===== config.mk =====
export PLATFORM = sky130hd
export DESIGN_NAME = mips_multicycle_ctrl
export DESIGN_NICKNAME = d
export VERILOG_FILES = /design/src/rtl/mips_multicycle_ctrl.sv
export SDC_FILE = /design/constraint.sdc
export NUM_CORES = 1
export LEC_CHECK = 0
export CORE_MARGIN = 4
export CORE_UTILIZATION = 40
export CTS_BUF_LIST = sky130_fd_sc_hd__clkbuf_8 sky130_fd_sc_hd__clkbuf_16
export CTS_CLUSTER_DIAMETER = 50
export CTS_CLUSTER_SIZE = 24
export DETAILED_ROUTE_END_ITERATION = 10
export PLACE_DENSITY = 0.74
export SLEW_MARGIN = 0
export SYNTH_ARGS = -nofsm -noshare
export SYNTH_HDL_FRONTEND = slang
export SYNTH_SLANG_ARGS = --single-unit

===== constraint.sdc =====
create_clock -name clk -period 2.6 [get_ports clk]
set_clock_uncertainty 0.15 [all_clocks]
set_input_delay 0.26 -clock clk [delete_from_list [all_inputs] [get_ports clk]]
set_output_delay 0.26 -clock clk [all_outputs]
set_load 0.01 [all_outputs]

===== src/rtl/mips_multicycle_ctrl.sv =====
// Main control FSM for the multicycle MIPS core: sequences the shared datapath
// through fetch/decode/execute/memory/write-back and flags unsupported opcodes.
module mips_multicycle_ctrl (
  input  logic       clk,
  input  logic       rst_n,
  input  logic [5:0] opcode,
  input  logic       mem_ready,
  output logic       pc_write,
  output logic       pc_write_cond,
  output logic       branch_ne,
  output logic       i_or_d,
  output logic       mem_read,
  output logic       mem_write,
  output logic       ir_write,
  output logic       reg_dst,
  output logic       mem_to_reg,
  output logic       reg_write,
  output logic       alu_src_a,
  output logic [1:0] alu_src_b,
  output logic [1:0] alu_op,
  output logic [1:0] pc_source,
  output logic       ext_zero,
  output logic       illegal_op
);

  localparam logic [5:0] OP_RTYPE = 6'h00;
  localparam logic [5:0] OP_J     = 6'h02;
  localparam logic [5:0] OP_BEQ   = 6'h04;
  localparam logic [5:0] OP_BNE   = 6'h05;
  localparam logic [5:0] OP_ADDI  = 6'h08;
  localparam logic [5:0] OP_SLTI  = 6'h0A;
  localparam logic [5:0] OP_ANDI  = 6'h0C;
  localparam logic [5:0] OP_ORI   = 6'h0D;
  localparam logic [5:0] OP_LW    = 6'h23;
  localparam logic [5:0] OP_SW    = 6'h2B;

  localparam logic [1:0] SRCB_B    = 2'd0;
  localparam logic [1:0] SRCB_4    = 2'd1;
  localparam logic [1:0] SRCB_IMM  = 2'd2;
  localparam logic [1:0] SRCB_IMM4 = 2'd3;

  localparam logic [1:0] ALU_ADD   = 2'd0;
  localparam logic [1:0] ALU_SUB   = 2'd1;
  localparam logic [1:0] ALU_FUNCT = 2'd2;
  localparam logic [1:0] ALU_IOP   = 2'd3;

  localparam logic [1:0] PCS_ALUOUT = 2'd1;
  localparam logic [1:0] PCS_JUMP   = 2'd2;

  typedef enum logic [3:0] {
    ST_FETCH, ST_DECODE, ST_MEM_ADDR, ST_MEM_RD, ST_MEM_WB, ST_MEM_WR,
    ST_R_EXEC, ST_R_WB, ST_I_EXEC, ST_I_WB, ST_BRANCH, ST_JUMP
  } state_t;

  state_t state_q, state_d;

  logic       fetch_q, decode_q, jump_q;
  logic       fetch_d, decode_d, jump_d;
  logic       pc_write_cond_d, branch_ne_d, iord_d, mem_read_d, mem_write_d;
  logic       reg_dst_d, mem_to_reg_d, reg_write_d, alu_src_a_d, ext_zero_d;
  logic [1:0] alu_src_b_d, alu_op_d, pc_source_d;
  logic       legal_c, zext_c;

  // Opcode classification; the IR holds opcode stable from DECODE onwards
  always_comb begin
    legal_c = 1'b0;
    zext_c  = 1'b0;
    case (opcode)
      OP_RTYPE, OP_J, OP_BEQ, OP_BNE, OP_ADDI, OP_SLTI, OP_LW, OP_SW: legal_c = 1'b1;
      OP_ANDI, OP_ORI: begin
        legal_c = 1'b1;
        zext_c  = 1'b1;
      end
      default: ;
    endcase
  end

  // Next-state logic
  always_comb begin
    state_d = state_q;
    case (state_q)
      ST_FETCH:    if (mem_ready) state_d = ST_DECODE;
      ST_DECODE: begin
        case (opcode)
          OP_RTYPE:                          state_d = ST_R_EXEC;
          OP_LW, OP_SW:                      state_d = ST_MEM_ADDR;
          OP_BEQ, OP_BNE:                    state_d = ST_BRANCH;
          OP_J:                              state_d = ST_JUMP;
          OP_ADDI, OP_SLTI, OP_ANDI, OP_ORI: state_d = ST_I_EXEC;
          default:                           state_d = ST_FETCH;
        endcase
      end
      ST_MEM_ADDR: state_d = (opcode == OP_SW) ? ST_MEM_WR : ST_MEM_RD;
      ST_MEM_RD:   if (mem_ready) state_d = ST_MEM_WB;
      ST_MEM_WB:   state_d = ST_FETCH;
      ST_MEM_WR:   if (mem_ready) state_d = ST_FETCH;
      ST_R_EXEC:   state_d = ST_R_WB;
      ST_R_WB:     state_d = ST_FETCH;
      ST_I_EXEC:   state_d = ST_I_WB;
      ST_I_WB:     state_d = ST_FETCH;
      ST_BRANCH:   state_d = ST_FETCH;
      ST_JUMP:     state_d = ST_FETCH;
      default:     state_d = ST_FETCH;
    endcase
  end

  // Moore outputs decoded from the next state so they land in flops aligned with state_q
  always_comb begin
    fetch_d         = 1'b0;
    decode_d        = 1'b0;
    jump_d          = 1'b0;
    pc_write_cond_d = 1'b0;
    branch_ne_d     = 1'b0;
    iord_d          = 1'b0;
    mem_read_d      = 1'b0;
    mem_write_d     = 1'b0;
    reg_dst_d       = 1'b0;
    mem_to_reg_d    = 1'b0;
    reg_write_d     = 1'b0;
    alu_src_a_d     = 1'b0;
    alu_src_b_d     = SRCB_B;
    alu_op_d        = ALU_ADD;
    pc_source_d     = 2'd0;
    ext_zero_d      = 1'b0;
    case (state_d)
      ST_FETCH: begin
        fetch_d     = 1'b1;
        mem_read_d  = 1'b1;
        alu_src_b_d = SRCB_4;
      end
      ST_DECODE: begin
        decode_d    = 1'b1;
        alu_src_b_d = SRCB_IMM4;
      end
      ST_MEM_ADDR: begin
        alu_src_a_d = 1'b1;
        alu_src_b_d = SRCB_IMM;
      end
      ST_MEM_RD: begin
        mem_read_d = 1'b1;
        iord_d     = 1'b1;
      end
      ST_MEM_WB: begin
        reg_write_d  = 1'b1;
        mem_to_reg_d = 1'b1;
      end
      ST_MEM_WR: begin
        mem_write_d = 1'b1;
        iord_d      = 1'b1;
      end
      ST_R_EXEC: begin
        alu_src_a_d = 1'b1;
        alu_op_d    = ALU_FUNCT;
      end
      ST_R_WB: begin
        reg_write_d = 1'b1;
        reg_dst_d   = 1'b1;
      end
      ST_I_EXEC: begin
        alu_src_a_d = 1'b1;
        alu_src_b_d = SRCB_IMM;
        alu_op_d    = ALU_IOP;
        ext_zero_d  = zext_c;
      end
      ST_I_WB: begin
        reg_write_d = 1'b1;
        ext_zero_d  = zext_c;
      end
      ST_BRANCH: begin
        alu_src_a_d     = 1'b1;
        alu_op_d        = ALU_SUB;
        pc_source_d     = PCS_ALUOUT;
        pc_write_cond_d = 1'b1;
        branch_ne_d     = (opcode == OP_BNE);
      end
      ST_JUMP: begin
        jump_d      = 1'b1;
        pc_source_d = PCS_JUMP;
      end
      default: ;
    endcase
  end

  // State and output registers; reset lands directly in FETCH with its output values
  always_ff @(posedge clk or negedge rst_n) begin
    if (!rst_n) begin
      state_q       <= ST_FETCH;
      fetch_q       <= 1'b1;
      decode_q      <= 1'b0;
      jump_q        <= 1'b0;
      pc_write_cond <= 1'b0;
      branch_ne     <= 1'b0;
      i_or_d        <= 1'b0;
      mem_read      <= 1'b1;
      mem_write     <= 1'b0;
      reg_dst       <= 1'b0;
      mem_to_reg    <= 1'b0;
      reg_write     <= 1'b0;
      alu_src_a     <= 1'b0;
      alu_src_b     <= SRCB_4;
      alu_op        <= ALU_ADD;
      pc_source     <= 2'd0;
      ext_zero      <= 1'b0;
    end else begin
      state_q       <= state_d;
      fetch_q       <= fetch_d;
      decode_q      <= decode_d;
      jump_q        <= jump_d;
      pc_write_cond <= pc_write_cond_d;
      branch_ne     <= branch_ne_d;
      i_or_d        <= iord_d;
      mem_read      <= mem_read_d;
      mem_write     <= mem_write_d;
      reg_dst       <= reg_dst_d;
      mem_to_reg    <= mem_to_reg_d;
      reg_write     <= reg_write_d;
      alu_src_a     <= alu_src_a_d;
      alu_src_b     <= alu_src_b_d;
      alu_op        <= alu_op_d;
      pc_source     <= pc_source_d;
      ext_zero      <= ext_zero_d;
    end
  end

  // Fetch completion and the illegal flag depend on same-cycle mem_ready / IR contents
  assign ir_write   = rst_n & fetch_q & mem_ready;
  assign pc_write   = rst_n & ((fetch_q & mem_ready) | jump_q);
  assign illegal_op = decode_q & ~legal_c;

endmodule


==> results of run 1 <==
## cell families (layout without fill, tap and decap cells)
family	after synthesis	count (layout)	share of synthesized area [%]
flip-flops	22	22	51.4
AO/OA/AOI/OAI	18	18	13.3
buffers and inverters	11	42	4.99
AND/OR/NAND/NOR	53	53	30.3
## report_power, final
group / switching (mW) / total [mW] / internal [mW]
clock network: 0.111 / 0.246 / 0.135
logic: 0.280 / 0.546 / 0.266
registers: 0.0855 / 0.530 / 0.445
total: 0.477 / 1.32 / 0.846
## worst max-delay path by stage
stage,from,to,slack [ns],cells past startpoint
3_3_place_gp,opcode[2],illegal_op,0.1,5
4_1_cts,opcode[2],illegal_op,0.06,5
2_1_floorplan,opcode[2],branch_ne$_DFF_PN0_,0.69,6
6_report,opcode[2],illegal_op,0.39,5
3_5_place_dp,opcode[2],illegal_op,0.07,5
5_1_grt,opcode[3],mem_read$_DFF_PN1_,0.29,7
## cell usage in the layout, fill, tap and decap left out, drive strengths merged, types with 2 or more instances in the layout
master	n
o21ai	5
nor2b	2
or4	2
and3	5
nor3	5
o2111ai	2
nor4	3
inv	5
nand4b	3
dfrtp	19
clkbuf	4
clkdlybuf4s50	26
buf	6
nand3b	2
nand2	5
nor2	10
dfstp	3
nor3b	5
nand2b	4
## area by class of cell
cell class	count	area, um^2	area share [%]
Timing Repair Buffer	33	318	21.9
Tap cell	30	37.5	2.58
Inverter	5	18.8	1.29
Sequential cell	22	554	38.1
Multi-Input combinational cell	71	470	32.4
Clock buffer	4	55.1	3.79
## routing by layer
metal  global-route usage (%)  routed length [um]
met5                        0                   0
met4                     3.80                  21
met3                     4.54                 147
met2                     25.5                1120
met1                     17.5                 986
## per-stage QoR
stage          cell area, um^2  utilization (%)  worst slack (ns)
6_report                  1450             57.6             0.386
5_1_grt                   1450             57.6             0.288
4_1_cts                   1450             57.5            0.0562
3_5_place_dp              1400             55.4            0.0689
3_3_place_gp              1400             55.4            0.0969
2_1_floorplan             1080                -             0.692
## worst register-to-register path: stages, from the launching register on
cell and delay [ns]:
dfrtp_1 0.51, or3b_2 0.53, nor4_1 0.35, nor3b_1 0.17
nand2_1 0.16, and3b_1 0.20
## timing repair
| item | 4_1_cts | 5_1_grt |
|---|---|---|
| hold buffers | 0 | 0 |
| resized for setup | 0 | 1 |
| setup endpoints to repair | 0 | 1 |
==> flow_metrics.tcl, run 1 <==
set metrics [dict create \
    outcome "complete, no violations" \
    finalSetupTns_ns 0 \
    synth_top_area_share_pct 44.1 \
    syn_to_final_growth_pct 34.8 \
    r2r_start "state_q[2]$_DFF_PN0_" \
    drive_gt1_share_pct 12.6 \
    cts_sinks 22 \
    viasPerCell 5.50 \
    synth_flop_cell "dfrtp_1" \
    cts_tree "built" \
    rows 18 \
    postCtsSetupBuffers 0 \
    drt-initial-drc-count 25 \
    core_area_um2 2520 \
    powerDensity_nw_per_um2 910 \
    crit_chain "clkdlybuf4s50_1, or4_1, a31o_1, and3_1, dlymetal6s2s_1" \
    p_leak_nw 0.637 \
    num_io_pins 28 \
    postRouteAntennaNets 0 \
    async_flop_share_pct 100 \
    cpMaxStageDelayCell "or4_1" \
    rsz0062_at_grt "false" \
    fin_hold_ws_ns 0.236 \
    finalHoldViolations 0 \
    setup_viol 0 \
    fin_cells 165 \
    syn_area_per_cell_um2 10.4 \
    vias 908 \
    diodes 0 \
    grt_pass1_wl_mm 3.91 \
    finalCritPeriodShare_pct 85.2 \
    max_stage_delay_ns 0.51 \
    top_register "state_q" \
    cap_violations 0 \
    ys_ff_latch 22 \
    die_area_um2 3590 \
    largest_reg_flops 4 \
    clockBufferDepth 2 \
    syn_area_um2 1080 \
    drcViolationCount 0 \
    ys_seq_area_share_pct 51.4 \
    r2r_slack_ns 0.46 \
    grt_pass1_vias 865 \
    period_needed_ns 2.21 \
    final_nets 145 \
    start_util_pct 42.8 \
    yosysMostFrequentCell "dfrtp_1" \
    r2r_cells 5 \
    yosysTopAreaCell "dfrtp_1" \
    crit_path_start_kind "primary input" \
    cts.clk_slew.worst_paths_ns 0.08 \
    antenna_found_initial 0 \
    grt_overflow 0 \
    gp_congestion 0.876 \
    worstSetupPathType "primary input to primary output" \
    die_x_um 59.9 \
    fmax_mhz 452 \
    numCtsBuffers 3 \
    critical_path_buf_inv_count 2 \
    crit_arrival_ns 1.80 \
    root_buffer "clkbuf_8" \
    largestRegisters "state_q (4), alu_op (2), alu_src_b (2)" \
    end_kind "primary output" \
    htree_levels 1 \
    post_drt_wl_per_cell_um 13.8 \
    grt_max_degree 23 \
    die_y_um 59.9 \
    ys_types 40 \
    holdCritPathClass "primary input to async pin" \
    worst-path-max-fanout 3 \
    maxSlewHeadroom_pct 70.1 \
    io_buffers 27 \
    yosysWarnings 0 \
    power_mw 1.32 \
    dp_cells 161 \
    first_pass_iters 5 \
    cp_top_family "simple AND/OR/NAND/NOR gates" \
    synth_area_leaders "dfrtp_1, dfstp_2, nor2_1" \
    dpl.hpwl_mm 1.73 \
    insertion_delay_ns 0.26 \
    regToRegEndpoint "mem_read$_DFF_PN1_" \
    cp.required_ns 2.19 \
    maxSlewViolCount 0 \
    wl_mm 2.28 \
    postSynthCellCount 104 \
    synth-edff-count 0 \
    ys_top_cells_by_count "dfrtp_1, nor2_1" \
    syn-num-nets 113 \
    grt_usage_pct 14.7 \
    ir_drop_mv 0.638 \
    worst_pin_slew_ns 0.444 \
    nFillCells 231 \
]
No activity file was read; power rests on OpenSTA's default activity.
==> inputs of run 2 (changes only) <==
--- a/config.mk
+++ b/config.mk
@@ -12,6 +12,7 @@
 export CTS_CLUSTER_SIZE = 24
 export DETAILED_ROUTE_END_ITERATION = 10
 export PLACE_DENSITY = 0.74
+export SKIP_LAST_GASP = 1
 export SLEW_MARGIN = 0
 export SYNTH_ARGS = -nofsm -noshare
 export SYNTH_HDL_FRONTEND = slang
==> results of run 2 <==
Final layout, timing and power as in run 1 (identical DEF).
==> inputs of run 3 (changes only) <==
--- a/config.mk
+++ b/config.mk
@@ -9,7 +9,6 @@
 export CORE_UTILIZATION = 40
 export CTS_BUF_LIST = sky130_fd_sc_hd__clkbuf_8 sky130_fd_sc_hd__clkbuf_16
 export CTS_CLUSTER_DIAMETER = 50
-export CTS_CLUSTER_SIZE = 24
 export DETAILED_ROUTE_END_ITERATION = 10
 export PLACE_DENSITY = 0.74
 export SKIP_LAST_GASP = 1
==> results of run 3 <==
Final layout, timing and power as in run 1 (identical DEF).
